$ cat config.mk
export PLATFORM = sky130hd
export DESIGN_NAME = logic_unit_arbiter_flat
export DESIGN_NICKNAME = d
export VERILOG_FILES = /design/src/rtl/logic_unit_arbiter_if.sv /design/src/rtl/logic_unit_arbiter.sv /design/src/flat_wrapper.sv
export SDC_FILE = /design/constraint.sdc
export NUM_CORES = 1
export LEC_CHECK = 0
export CORE_MARGIN = 4
export CORE_UTILIZATION = 35
export CTS_CLUSTER_SIZE = 20
export DETAILED_ROUTE_END_ITERATION = 8
export PLACE_DENSITY = 0.71
export SETUP_SLACK_MARGIN = 0.15
export SYNTH_ARGS = -nofsm -noshare
export SYNTH_HDL_FRONTEND = slang
export SYNTH_SLANG_ARGS = --single-unit
$ cat constraint.sdc
create_clock -name clk -period 2.75 [get_ports clk]
set_clock_uncertainty 0.05 [all_clocks]
set_input_delay 0.55 -clock clk [delete_from_list [all_inputs] [get_ports clk]]
set_output_delay 0.55 -clock clk [all_outputs]
set_load 0.03 [all_outputs]
$ cat src/rtl/logic_unit_arbiter_if.sv
// Request/response bundle for the shared logic unit. The arbiter takes the slave side
// and the requesters plus the result consumer take the master side.
interface logic_unit_arbiter_if #(
   parameter int unsigned WIDTH   = 16,
   parameter int unsigned NUM_REQ = 4,
   parameter int unsigned ID_W    = $clog2(NUM_REQ)
);
   logic [NUM_REQ-1:0]       req_valid;
   logic [NUM_REQ-1:0]       req_ready;
   logic [NUM_REQ*WIDTH-1:0] req_a;
   logic [NUM_REQ*WIDTH-1:0] req_b;
   logic [NUM_REQ*2-1:0]     req_op;
   logic                     resp_valid;
   logic                     resp_ready;
   logic [WIDTH-1:0]         resp_data;
   logic [ID_W-1:0]          resp_id;

   modport slave (
      input  req_valid, req_a, req_b, req_op, resp_ready,
      output req_ready, resp_valid, resp_data, resp_id
   );

   modport master (
      output req_valid, req_a, req_b, req_op, resp_ready,
      input  req_ready, resp_valid, resp_data, resp_id
   );
endinterface

$ cat src/rtl/logic_unit_arbiter.sv
// Round-robin shared 16-bit bitwise logic unit: grant one requester, compute the op,
// then hold the registered result until the consumer takes it.
module logic_unit_arbiter #(
   parameter int unsigned WIDTH   = 16,
   parameter int unsigned NUM_REQ = 4
) (
   input  logic                 clk,
   input  logic                 reset,
   logic_unit_arbiter_if.slave  bus,
   output logic                 busy
);
   localparam int unsigned ID_W = $clog2(NUM_REQ);

   typedef enum logic [1:0] {StIdle, StCompute, StRespond} state_e;

   state_e           state_q, state_d;
   logic [ID_W-1:0]  rr_ptr_q, rr_ptr_d;
   logic [ID_W-1:0]  id_q, id_d;
   logic [ID_W-1:0]  resp_id_q, resp_id_d;
   logic [WIDTH-1:0] a_q, a_d;
   logic [WIDTH-1:0] b_q, b_d;
   logic [WIDTH-1:0] resp_data_q, resp_data_d;
   logic [1:0]       op_q, op_d;
   logic [ID_W-1:0]  winner;
   logic [ID_W-1:0]  cand;
   logic             found;
   logic [WIDTH-1:0] result;

   // First valid index at or after rr_ptr, wrapping around.
   always_comb begin
      found  = 1'b0;
      winner = '0;
      cand   = '0;
      for (int unsigned k = 0; k < NUM_REQ; k++) begin
         cand = ID_W'((32'(rr_ptr_q) + k) % NUM_REQ);
         if (!found && bus.req_valid[cand]) begin
            found  = 1'b1;
            winner = cand;
         end
      end
   end

   always_comb begin
      unique case (op_q)
         2'b00:   result = a_q & b_q;
         2'b01:   result = a_q | b_q;
         2'b10:   result = a_q ^ b_q;
         default: result = ~a_q;
      endcase
   end

   always_comb begin
      state_d       = state_q;
      rr_ptr_d      = rr_ptr_q;
      id_d          = id_q;
      a_d           = a_q;
      b_d           = b_q;
      op_d          = op_q;
      resp_data_d   = resp_data_q;
      resp_id_d     = resp_id_q;
      bus.req_ready = '0;
      unique case (state_q)
         StIdle: begin
            if (found) begin
               bus.req_ready[winner] = !reset;
               a_d      = bus.req_a[32'(winner)*WIDTH +: WIDTH];
               b_d      = bus.req_b[32'(winner)*WIDTH +: WIDTH];
               op_d     = bus.req_op[32'(winner)*2 +: 2];
               id_d     = winner;
               rr_ptr_d = (32'(winner) == NUM_REQ - 1) ? '0 : winner + ID_W'(1);
               state_d  = StCompute;
            end
         end
         StCompute: begin
            resp_data_d = result;
            resp_id_d   = id_q;
            state_d     = StRespond;
         end
         StRespond: begin
            if (bus.resp_ready) state_d = StIdle;
         end
         default: state_d = StIdle;
      endcase
   end

   always_ff @(posedge clk) begin
      if (reset) begin
         state_q     <= StIdle;
         rr_ptr_q    <= '0;
         id_q        <= '0;
         a_q         <= '0;
         b_q         <= '0;
         op_q        <= '0;
         resp_data_q <= '0;
         resp_id_q   <= '0;
      end else begin
         state_q     <= state_d;
         rr_ptr_q    <= rr_ptr_d;
         id_q        <= id_d;
         a_q         <= a_d;
         b_q         <= b_d;
         op_q        <= op_d;
         resp_data_q <= resp_data_d;
         resp_id_q   <= resp_id_d;
      end
   end

   assign bus.resp_valid = (state_q == StRespond);
   assign bus.resp_data  = resp_data_q;
   assign bus.resp_id    = resp_id_q;
   assign busy           = (state_q != StIdle);
endmodule

$ cat src/flat_wrapper.sv
// flat-port wrapper written by rule: the top's interface ports become plain ports
module logic_unit_arbiter_flat 
#(
   parameter int unsigned WIDTH   = 16,
   parameter int unsigned NUM_REQ = 4
)
  (clk, reset, busy, bus_req_valid, bus_req_a, bus_req_b, bus_req_op, bus_resp_ready, bus_req_ready, bus_resp_valid, bus_resp_data, bus_resp_id);
  logic_unit_arbiter_if #(.WIDTH(WIDTH), .NUM_REQ(NUM_REQ)) bus_i ();
  input  logic clk;
  input  logic reset;
  output logic busy;
  input wire logic [$bits(bus_i.req_valid)-1:0] bus_req_valid;
  input wire logic [$bits(bus_i.req_a)-1:0] bus_req_a;
  input wire logic [$bits(bus_i.req_b)-1:0] bus_req_b;
  input wire logic [$bits(bus_i.req_op)-1:0] bus_req_op;
  input wire logic [$bits(bus_i.resp_ready)-1:0] bus_resp_ready;
  output wire logic [$bits(bus_i.req_ready)-1:0] bus_req_ready;
  output wire logic [$bits(bus_i.resp_valid)-1:0] bus_resp_valid;
  output wire logic [$bits(bus_i.resp_data)-1:0] bus_resp_data;
  output wire logic [$bits(bus_i.resp_id)-1:0] bus_resp_id;
  assign bus_i.req_valid = bus_req_valid;
  assign bus_i.req_a = bus_req_a;
  assign bus_i.req_b = bus_req_b;
  assign bus_i.req_op = bus_req_op;
  assign bus_i.resp_ready = bus_resp_ready;
  assign bus_req_ready = bus_i.req_ready;
  assign bus_resp_valid = bus_i.resp_valid;
  assign bus_resp_data = bus_i.resp_data;
  assign bus_resp_id = bus_i.resp_id;
  logic_unit_arbiter #(.WIDTH(WIDTH), .NUM_REQ(NUM_REQ)) u_core (.clk(clk), .reset(reset), .bus(bus_i), .busy(busy));
endmodule
# Word-level counts from Yosys, hierarchy flattened
# Index checks and enable logic that the tools add are counted.
# word_totals
regBits,58
# op_classes
shifts,3
order_cmp,6
add_sub_neg,4
n_reduce_logical,13
muxes,25
eq_ne,7
bitwise,5
# op_table
op,n
$shiftx A64 B7 Y16,2
$pmux W16 S3,1
$and A16 B16 Y16,1
$not A16 Y16,1
$or A16 B16 Y16,1
$xor A16 B16 Y16,1
$lt A2 B3 Y1 const B,5
$mux W2,7
$mux W1,9
$bmux W1 S2,4
$mux W4,2
$shiftx A8 B4 Y2,1
$eq A2 B2 Y1 const B,3
$pmux W2 S3,1
$add A2 B1 Y2 const B,2
$add A2 B2 Y2 const B,2
$and A4 B4 Y4,1
$eq A2 B1 Y1 const B,2
$logic_and A1 B1 Y1,4
$logic_not A1 Y1,4
$logic_not A2 Y1,2
$reduce_and A2 Y1,2
$demux W1 S2,1
$ge A2 B1 Y1 const B,1
other kinds (3),3

# Longest topological paths before layout
# Gate-level depths: netlist of run 1.
# logic_depth
depth_word,19
ltp_mapped,9
depth_no_buf,6

# Least setup slack after synthesis of run 1
# Ideal clock, no wire load.
# synth_path
path_kind,input to output
startpoint,input bus_req_valid[2]
endpoint,output bus_req_ready[3]
path_buffers,3
setup_slack_ps,135
cell_stages,8
arrival_time_ps,2015
cell_sequence,buf_2 -> or3b_1 -> o221ai_1 -> buf_2 -> buf_4 -> inv_1 -> ha_1 -> and2_1
# synth_between
elab_chain_len,19
word_cells_on_any_way,30
cone_classes,order compare (2); mux (20); bitwise (1); reduce/logical (7)
# synth_rtl
item,line,source
"start, declared",flat_wrapper.sv:12,input wire logic [$bits(bus_i.req_valid)-1:0] bus_req_valid;
$bmux W1 S2,logic_unit_arbiter.sv:36,if (!found && bus.req_valid[cand]) begin
$mux W1 (not written as such),logic_unit_arbiter.sv:36,
$mux W1,logic_unit_arbiter.sv:36,
$logic_not A1 Y1,logic_unit_arbiter.sv:36,
$logic_and A1 B1 Y1,logic_unit_arbiter.sv:36,
$mux W1,logic_unit_arbiter.sv:36,
$logic_not A1 Y1,logic_unit_arbiter.sv:36,
$logic_and A1 B1 Y1,logic_unit_arbiter.sv:36,
[... 3 more ...],--,
$mux W2,logic_unit_arbiter.sv:36,
$lt A2 B3 Y1 (not written as such) or $ge A2 B1 Y1 (tied branches),logic_unit_arbiter.sv:65,bus.req_ready[winner] = !reset;
$logic_and A1 B1 Y1 (not written as such),logic_unit_arbiter.sv:65,
$mux W1 (not written as such),logic_unit_arbiter.sv:65,
$demux W1 S2,--,
$and A4 B4 Y4 (no line),--,
$mux W4 (*),logic_unit_arbiter.sv:64,if (found) begin
$mux W4 (*),logic_unit_arbiter.sv:62,unique case (state_q)
"end, declared",flat_wrapper.sv:17,output wire logic [$bits(bus_i.req_ready)-1:0] bus_req_ready;
# Mark *: on every way between the ends. The rest lies on a longest branch, timed or not. The select of a mux whose other input is x is not followed.

# Worst setup path after layout of run 1
# layout_path
startpoint,input bus_req_valid[3]
endpoint,output bus_req_ready[3]
# Same word-level chain as after synthesis.

==> results of run 1 <==
sequential cells by signal (all words and copies together) (netlist names):
| signal | count |
|---|---|
| u_core.a_q | 16 |
| u_core.b_q | 16 |
| u_core.op_q | 2 |
| u_core.rr_ptr_q | 2 |
| u_core.bus.resp_data | 16 |
| u_core.state_q | 2 |
| u_core.id_q | 2 |
| u_core.bus.resp_id | 2 |
worst max-delay path by stage:
stage | from | to | slack, ns | cells after the start
after floorplan | bus_req_valid[0] | bus_req_ready[2] | 0.16 | 6
after global placement | bus_req_valid[2] | u_core.b_q[3] | -0.07 | 6
after detailed placement | bus_req_valid[2] | u_core.b_q[3] | -0.10 | 6
after CTS | bus_req_valid[0] | bus_req_ready[3] | 0.17 | 7
after global routing | bus_req_valid[1] | bus_req_ready[3] | 0.15 | 7
final | bus_req_valid[3] | bus_req_ready[3] | 0.25 | 7
report_power, final:
part | switching [W] | internal [W] | total [W]
Sequential | 0.000145 | 0.000969 | 0.00111
Clock | 0.000407 | 0.000790 | 0.00120
Combinational | 0.000562 | 0.000629 | 0.00119
Total | 0.00111 | 0.00239 | 0.00350
routing by layer:
| layer | wire (µm) | vias up | GRT usage (%) |
|---|---|---|---|
| met5 | 0 | - | 0 |
| met4 | 106 | 0 | 5.384 |
| met3 | 1019 | 10 | 5.180 |
| met2 | 6416 | 148 | 33.80 |
| met1 | 5461 | 1841 | 24.91 |
| li1 | - | 1925 | - |
repair_timing:
item	CTS	global route
buffers inserted	0	0
hold endpoints to repair	0	0
endpoints found under the setup margin	4	1
resized for setup	4	6
per-stage QoR:
stage / hold WS [ns] / total power (W)
after floorplan: 0.3857 / 0.001833
after global placement: 0.3918 / 0.002290
after detailed placement: 0.3982 / 0.002335
after CTS: 0.4061 / 0.003542
after global routing: 0.4259 / 0.003724
final: 0.4020 / 0.003502
final cells by class:
type / instances / area share (%)
Tap cell: 140 / 2.855
Clock buffer: 9 / 3.670
Inverter: 52 / 3.181
Clock inverter: 7 / 1.529
Sequential cell: 58 / 18.94
Multi-Input combinational cell: 286 / 39.95
Timing Repair Buffer: 190 / 29.87
cells in the mapped netlist (2+ instances only):
master    count
mux4_2       16
o211ai_1     34
buf_4         3
buf_6         4
inv_1        51
buf_2        12
a21oi_1      22
and2_1        4
clkbuf_1     19
nor2_1        6
nand2b_1     19
nand3_1      36
o21ai_0       2
ha_1         33
mux2i_1      37
a32oi_1      34
nor2b_1       3
nand2_1      22
dfxtp_1      58
worst min-delay path, stage by stage (launching register included):
cell     delay (ns)
dfxtp_1        0.31
nand2_1        0.05
a21oi_1        0.05
cells by family after synthesis:
family                     count (synthesis)  synth area share, %
muxes                                     53                18.35
adders and majority gates                 33                10.37
AOI/OAI and AO/OA                        101                18.91
DFF                                       58                29.15
buffers and inverters                     91                9.990
and+or+nand+nor                           99                13.23
==> impl_metrics.py, run 1 <==
metrics = {
    "run_status": {
        "status": "finished, final reports clean",
    },
    "worst_setup_path": {
        "critPathSlowestCell": "dlygate4sd2_1",
        "required_ns": 2.15,
        "crit_path_end_kind": "primary output",
        "crit_fanout": 5,
        "worstPathCellList": "dlygate4sd2_1, buf_4, a311o_1, and2_1, ha_1, and2_1, buf_4",
        "setup.worst_path.class": "in -> out",
        "r2r_cells": 5,
        "crit_family": "buffers and inverters",
        "critical_path_arrival_ns": 1.90,
        "cp.buffers_inverters": 3,
        "reg2reg_from": "u_core.rr_ptr_q[1]",
        "startpoint_type": "primary input",
        "cpPeakStageDelay_ns": 0.28,
        "rrSetupSlack_ns": 0.70,
        "r2r_end": "u_core.b_q[3]",
    },
    "yosys": {
        "async_reset_ff_share_pct": 0,
        "ys.flop_type": "dfxtp_1",
        "synth_seq_cells": 58,
        "synth_area_leaders": "dfxtp_1, ha_1, mux2i_1, mux4_2, a32oi_1",
        "synth_cells": 435,
        "syn_area_um2": 3983,
        "syn_nets": 611,
        "synth-edff-count": 0,
        "yosysWarnings": 0,
        "yosysUniqueCellTypes": 39,
        "yosysSeqAreaShare_pct": 29.15,
        "synth_top_cell_by_area": "dfxtp_1",
        "syn_area_per_cell_um2": 9.155,
        "synth_top_area_share_pct": 29.15,
    },
    "layout": {
        "fin_util_pct": 55.87,
        "post-route-cell-area_um2": 6136,
        "area_growth_pct": 54.07,
        "finalNonFillerCells": 742,
        "nNetsFinal": 773,
        "fillers": 1006,
        "multiInputGateArea_um2": 2451,
        "layout.cells.most_common_list": "clkdlybuf4s50_1, dfxtp_1, inv_1",
        "register_area_um2": 1162,
        "diodes": 0,
        "mostFrequentLayoutCell": "clkdlybuf4s50_1",
        "drive_gt1_share_pct": 11.63,
    },
    "global_routing": {
        "grt_pass1_wl_mm": 20.71,
        "grt_max_degree": 36,
        "grtUsageTotal_pct": 19.89,
        "antenna_found_initial": 0,
        "grt_pass1_vias": 4153,
        "grt_overflow": 0,
    },
    "sta": {
        "maxSlewViolCount": 0,
        "fmax_mhz": 400.5,
        "fin_crit_sh_pct": 90.81,
        "worst_slew_pin_slew_ns": 0.7692,
        "rsz0062_at_grt": "false",
        "setup_violations": 0,
        "finalSetupTns_ns": 0,
        "final.setup.worst_slack_ns": 0.2528,
        "relSlewSlack_pct": 48.65,
        "hold_viol": 0,
        "layout_min_cycle_time_ns": 2.497,
    },
    "floorplanning": {
        "dieArea_um2": 13150,
        "rows": 38,
        "ios": 167,
        "die_h_um": 114.7,
        "core_um2": 10980,
        "die_w_um": 114.7,
        "initial_core_util_pct": 36.26,
    },
    "route": {
        "wl_mm": 13.00,
        "dr.pass1.iters": 4,
        "ant_nets": 0,
        "vias_per_cell": 5.288,
        "drcViolationCount": 0,
        "drt_iter0_markers": 207,
        "routedWlPerCell_um": 17.52,
        "vias": 3924,
    },
    "cts": {
        "cts_max_path_buffers": 2,
        "cts_tree": "done",
        "clock_latency_ns": 0.32,
        "h-tree-depth": 3,
        "postCtsHoldBufs": 0,
        "cts.sinks": 58,
        "cts_buffers": 9,
        "clk_pin_slew_ns": 0.06,
        "cts_root_buf": "clkbuf_16",
    },
    "power": {
        "p_per_area_nw_per_um2": 570.7,
        "p_leak_nw": 2.506,
        "peakVddDrop_uv": 339.1,
    },
    "job": {
        "cap_violations": 0,
    },
    "placed_design": {
        "routabilityCongestion": 0.8796,
        "io_buffers": 166,
        "dp.final_hpwl_mm": 9.936,
        "place_ws_ns": -0.1023,
        "dpl_cell_area_um2": 5827,
        "placed_cells": 726,
    },
    "min_path": {
        "min_from": "u_core.bus.resp_data[6]",
        "whs_endpoint": "u_core.bus.resp_data[6]",
        "hold_path.class": "reg -> reg",
        "whs_path_depth": 2,
    },
}
Power figures use the tool's default switching activity.
==> run 2, diff against run 1 <==
--- a/config.mk
+++ b/config.mk
@@ -5,11 +5,12 @@
 export SDC_FILE = /design/constraint.sdc
 export NUM_CORES = 1
 export LEC_CHECK = 0
+export CAP_MARGIN = 40
 export CORE_MARGIN = 4
-export CORE_UTILIZATION = 35
+export CORE_UTILIZATION = 44
 export CTS_CLUSTER_SIZE = 20
 export DETAILED_ROUTE_END_ITERATION = 8
-export PLACE_DENSITY = 0.71
+export PLACE_DENSITY = 0.85
 export SETUP_SLACK_MARGIN = 0.15
 export SYNTH_ARGS = -nofsm -noshare
 export SYNTH_HDL_FRONTEND = slang
==> impl_metrics.py, run 2 (synthesized netlist as in run 1, its figures left out) <==
metrics = {
    "placed_design": {
        "io_buffers": 166,
        "place_ws_ns": -0.2543,
        "routabilityCongestion": 0.8367,
        "dpl_cell_area_um2": 5774,
        "dp.final_hpwl_mm": 9.556,
    },
    "floorplanning": {
        "initial_core_util_pct": 45.45,
        "core_um2": 8763,
        "dieArea_um2": 10640,
        "die_h_um": 103.1,
        "rows": 34,
        "die_w_um": 103.1,
        "ios": 167,
    },
    "sta": {
        "worst_slew_pin_slew_ns": 0.7456,
        "relSlewSlack_pct": 50.02,
        "fmax_mhz": 391.0,
        "final.setup.worst_slack_ns": 0.1926,
        "maxSlewViolCount": 0,
        "rsz0062_at_grt": "false",
        "fin_crit_sh_pct": 93.00,
        "hold_viol": 0,
        "layout_min_cycle_time_ns": 2.557,
        "setup_violations": 0,
    },
    "power": {
        "internal_power_w": 0.002021,
        "clock_power_share_pct": 24.7,
        "netSwitchingFraction_pct": 34.45,
        "power_frac_seq_pct": 36.1,
        "p_sw_w": 0.001062,
        "comb_power_share_pct": 39.1,
        "p_per_area_nw_per_um2": 512.2,
        "p_leak_nw": 2.474,
        "peakVddDrop_uv": 243.1,
    },
    "cts": {
        "h-tree-depth": 3,
        "postCtsHoldBufs": 0,
        "clk_pin_slew_ns": 0.06,
        "cts_root_buf": "clkbuf_8",
        "cts.sinks": 58,
        "clock_latency_ns": 0.33,
        "cts_buffers": 9,
        "cts_max_path_buffers": 2,
        "cts_tree": "done",
    },
    "worst_setup_path": {
        "critPathSlowestCell": "or4_4",
        "worstPathCellList": "dlygate4sd2_1, buf_6, or4_4, o2111a_1, and2_1, buf_6",
        "required_ns": 2.15,
        "crit_top_cell": "buf_6",
        "crit_fanout": 8,
        "cpPeakStageDelay_ns": 0.53,
        "rrSetupSlack_ns": 0.60,
        "r2r_end": "u_core.a_q[11]",
        "crit_path_end_kind": "primary output",
        "setup.worst_path.class": "in -> out",
        "r2r_cells": 6,
        "critical_path_arrival_ns": 1.96,
        "startpoint_type": "primary input",
        "reg2reg_from": "u_core.rr_ptr_q[1]",
    },
    "min_path": {
        "whs_path_depth": 2,
        "hold_path.class": "reg -> reg",
        "min_from": "u_core.bus.resp_data[1]",
        "whs_endpoint": "u_core.bus.resp_data[1]",
    },
    "route": {
        "drt_iter0_markers": 178,
        "dr.pass1.iters": 4,
        "vias": 4038,
        "ant_nets": 0,
        "wl_mm": 12.98,
        "drcViolationCount": 0,
        "routedWlPerCell_um": 18.15,
        "vias_per_cell": 5.648,
    },
    "global_routing": {
        "grt_max_degree": 35,
        "grt_overflow": 0,
        "grt_pass1_vias": 4158,
        "grtUsageTotal_pct": 23.69,
        "antenna_found_initial": 0,
        "grt_pass1_wl_mm": 19.55,
    },
    "layout": {
        "layout.cells.most_common_list": "clkdlybuf4s50_1, dfxtp_1, inv_1",
        "diodes": 0,
        "area_growth_pct": 51.15,
        "nNetsFinal": 778,
        "post-route-cell-area_um2": 6020,
        "mostFrequentLayoutCell": "clkdlybuf4s50_1",
        "drive_gt1_share_pct": 11.70,
    },
    "job": {
        "cap_violations": 0,
    },
    "run_status": {
        "status": "finished, final reports clean",
    },
}
==> run 2: changes by cell type in the layout (fill, tap and decap cells not counted), moves of 2 or more <==
cell           change
buf_6              +6
clkbuf_1           +2
clkbuf_16          -9
clkbuf_2           -2
clkbuf_8           +9
dlygate4sd2_1      +4
==> run 2: worst max path at each step <==
stage / startpoint / end / slack, ns / cells past startpoint
final: bus_req_valid[2] / bus_req_ready[1] / 0.19 / 6
after global placement: bus_req_valid[2] / bus_req_ready[2] / -0.24 / 7
after floorplan: bus_req_valid[0] / bus_req_ready[2] / 0.16 / 6
after detailed placement: bus_req_valid[3] / bus_req_ready[2] / -0.25 / 7
after global routing: bus_req_valid[2] / bus_req_ready[3] / 0.15 / 8
after CTS: bus_req_valid[2] / bus_req_ready[3] / 0.15 / 8
==> run 2: repair_timing <==
action / CTS / global route
buffers inserted: 4 / 0
setup endpoints to repair: 4 / 2
pin swaps: 3 / 1
hold endpoints to repair: 0 / 0
resized for setup: 11 / 1
cloned: 1 / 0
==> run 2: stage by stage <==
step	hold WS, ns	setup TNS (ns)	util [%]	instances	total power (W)
floorplan	0.3857	0	-	435	0.001833
global placement	0.3906	-0.7861	65.89	694	0.002265
detailed placement	0.3982	-2.612	65.89	694	0.002320
CTS	0.4069	0	68.65	715	0.003093
global route	0.4218	0	68.69	715	0.003255
finish	0.4051	0	68.69	715	0.003083
==> run 2: per-layer routing <==
layer | up-vias | track usage, % | wire, µm
met3 | 12 | 3.857 | 1115
met1 | 1916 | 30.00 | 5464
met5 | - | 0 | 0
met2 | 185 | 40.06 | 6254
met4 | 0 | 9.661 | 140
li1 | 1925 | - | -
==> run 2: layout make-up <==
class | count | area [µm²]
fill | 695 | 2744
multi-input combinational | 287 | 2464
timing repair buffer | 194 | 1878
sequential | 58 | 1161
inverter | 52 | 195.2
tap | 108 | 135.1
clock buffer | 11 | 131.4
clock inverter | 5 | 55.05
==> run 2: power by group through the flow <==
stage / sequential [W] / clock, W / combinational [W]
after CTS: 0.00111 / 0.000771 / 0.00121
after detailed placement: 0.00113 / 0 / 0.00119
after global routing: 0.00113 / 0.000806 / 0.00132
after floorplan: 0.00109 / 0 / 0.000744
after global placement: 0.00112 / 0 / 0.00114
final: 0.00111 / 0.000763 / 0.00121
==> run 2: critical path: cells and delay by family <==
kind / cells / cell delay [ns]
AND/OR/NAND/NOR: 2 / 0.71
buffers and inverters: 3 / 0.52
AO/OA/AOI/OAI: 1 / 0.17
==> run 3, diff against run 2 <==
--- a/config.mk
+++ b/config.mk
@@ -6,8 +6,10 @@
 export NUM_CORES = 1
 export LEC_CHECK = 0
 export CAP_MARGIN = 40
+export CELL_PAD_IN_SITES_DETAIL_PLACEMENT = 1
+export CELL_PAD_IN_SITES_GLOBAL_PLACEMENT = 1
 export CORE_MARGIN = 4
-export CORE_UTILIZATION = 44
+export CORE_UTILIZATION = 32
 export CTS_CLUSTER_SIZE = 20
 export DETAILED_ROUTE_END_ITERATION = 8
 export PLACE_DENSITY = 0.85
==> impl_metrics.py, run 3 (synthesized netlist as in run 1, its figures left out) <==
metrics = {
    "sta": {
        "hold_viol": 0,
        "rsz0062_at_grt": "false",
        "fin_crit_sh_pct": 92.64,
        "fmax_mhz": 392.5,
        "maxSlewViolCount": 0,
        "relSlewSlack_pct": 60.44,
        "layout_min_cycle_time_ns": 2.548,
        "setup_violations": 0,
        "worst_slew_pin_slew_ns": 0.5926,
    },
    "placed_design": {
        "dp.final_hpwl_mm": 11.58,
        "routabilityCongestion": 0.8574,
        "io_buffers": 166,
    },
    "route": {
        "routedWlPerCell_um": 19.22,
        "vias": 4062,
        "wl_mm": 14.82,
        "drcViolationCount": 0,
        "dr.pass1.iters": 4,
        "vias_per_cell": 5.268,
        "ant_nets": 0,
        "drt_iter0_markers": 167,
    },
    "cts": {
        "clock_latency_ns": 0.32,
        "h-tree-depth": 3,
        "cts.sinks": 58,
        "cts_tree": "done",
        "clk_pin_slew_ns": 0.05,
        "postCtsSetupBuffers": 0,
        "cts_root_buf": "clkbuf_16",
        "cts_buffers": 9,
        "cts_max_path_buffers": 2,
    },
    "layout": {
        "drive_gt1_share_pct": 11.94,
        "area_growth_pct": 55.23,
        "fin_util_pct": 51.04,
        "layout.cells.most_common_list": "clkdlybuf4s50_1, dfxtp_1, inv_1",
        "nNetsFinal": 775,
        "mostFrequentLayoutCell": "clkdlybuf4s50_1",
        "diodes": 0,
    },
    "floorplanning": {
        "ios": 167,
        "dieArea_um2": 14290,
        "rows": 40,
        "die_h_um": 119.6,
        "core_um2": 12110,
        "initial_core_util_pct": 32.88,
        "die_w_um": 119.6,
    },
    "worst_setup_path": {
        "r2r_cells": 6,
        "setup.worst_path.class": "in -> out",
        "required_ns": 2.15,
        "critical_path_arrival_ns": 1.95,
        "crit_fanout": 5,
        "crit_path_end_kind": "primary output",
        "rrSetupSlack_ns": 0.65,
        "startpoint_type": "primary input",
    },
    "power": {
        "netSwitchingFraction_pct": 32.20,
        "comb_power_share_pct": 35.7,
        "peakVddDrop_uv": 254.3,
        "power_w": 0.003514,
        "p_per_area_nw_per_um2": 568.3,
        "p_sw_w": 0.001131,
        "power_frac_seq_pct": 31.7,
        "p_leak_nw": 2.518,
        "internal_power_w": 0.002382,
        "clock_power_share_pct": 32.6,
    },
    "min_path": {
        "whs_path_depth": 2,
        "hold_path.class": "reg -> reg",
    },
    "global_routing": {
        "grtUsageTotal_pct": 20.88,
        "grt_pass1_vias": 4516,
        "grt_pass1_wl_mm": 23.53,
        "grt_max_degree": 35,
        "grt_overflow": 0,
        "antenna_found_initial": 0,
    },
    "run_status": {
        "status": "finished, final reports clean",
    },
    "job": {
        "cap_violations": 0,
    },
}
==> run 3: changes by cell type in the layout (fill, tap and decap cells not counted), moves of 2 or more <==
cell	previous run	this run
buf_4	26	28
clkbuf_2	0	2
buf_6	6	1
dlygate4sd2_1	5	2
clkbuf_8	9	3
dfxtp_2	0	2
clkbuf_16	0	9
clkinvlp_4	2	0
dfxtp_1	58	56
==> run 3: layout make-up <==
| class | count | area, µm² |
|---|---|---|
| Fill cell | 1388 | 5929 |
| Multi-Input combinational cell | 286 | 2457 |
| Timing Repair Buffer | 192 | 1851 |
| Sequential cell | 58 | 1164 |
| Clock buffer | 13 | 270.3 |
| Tap cell | 168 | 210.2 |
| Inverter | 52 | 195.2 |
| Clock inverter | 2 | 35.03 |
==> run 3: worst max-delay path, cell delays in order <==
cell and delay [ns]:
dlygate4sd2_1 0.28, buf_4 0.16, or4_4 0.42, o2111a_1 0.18, and2_1 0.19, buf_4 0.17
==> run 3: path summary, 6_finish.rpt <==
path,from,end
setup reg to reg,u_core.rr_ptr_q[1],u_core.a_q[7]
hold reg to reg,u_core.bus.resp_data[1],u_core.bus.resp_data[1]
setup / recovery,bus_req_valid[0],bus_req_ready[1]
hold / removal,u_core.bus.resp_data[1],u_core.bus.resp_data[1]
==> run 3: metrics by stage <==
step	worst slack, ns	instances	instance area [µm²]	TNS, ns	hold slack (ns)
floorplan	0.1582	435	3985	0	0.3857
global placement	0.007525	756	5877	0	0.3946
detailed placement	-0.1008	756	5877	-0.8603	0.4010
CTS	0.1832	771	6187	0	0.4087
global route	0.1684	771	6182	0	0.4294
finish	0.2023	771	6182	0	0.4077
==> run 3: power by group through the flow <==
stage / registers [W] / logic (W) / clock network [W]
detailed placement: 0.00113 / 0.00126 / 0
finish: 0.00111 / 0.00125 / 0.00115
global route: 0.00113 / 0.00137 / 0.00121
global placement: 0.00112 / 0.00118 / 0
CTS: 0.00111 / 0.00126 / 0.00117
floorplan: 0.00109 / 0.000744 / 0
==> run 3: per-layer routing <==
| metal | vias to the layer above | part of all wire (%) | track usage [%] |
|---|---|---|---|
| met5 | - | 0 | 0 |
| met4 | 0 | 1.9 | 7.588 |
| met3 | 24 | 5.3 | 4.053 |
| met2 | 134 | 50 | 36.72 |
| met1 | 1987 | 43 | 25.31 |
| li1 | 1917 | - | - |
==> run 3: repair_timing <==
action,CTS,global route
resized for setup,6,6
hold buffers,0,0
setup endpoints to repair,4,1
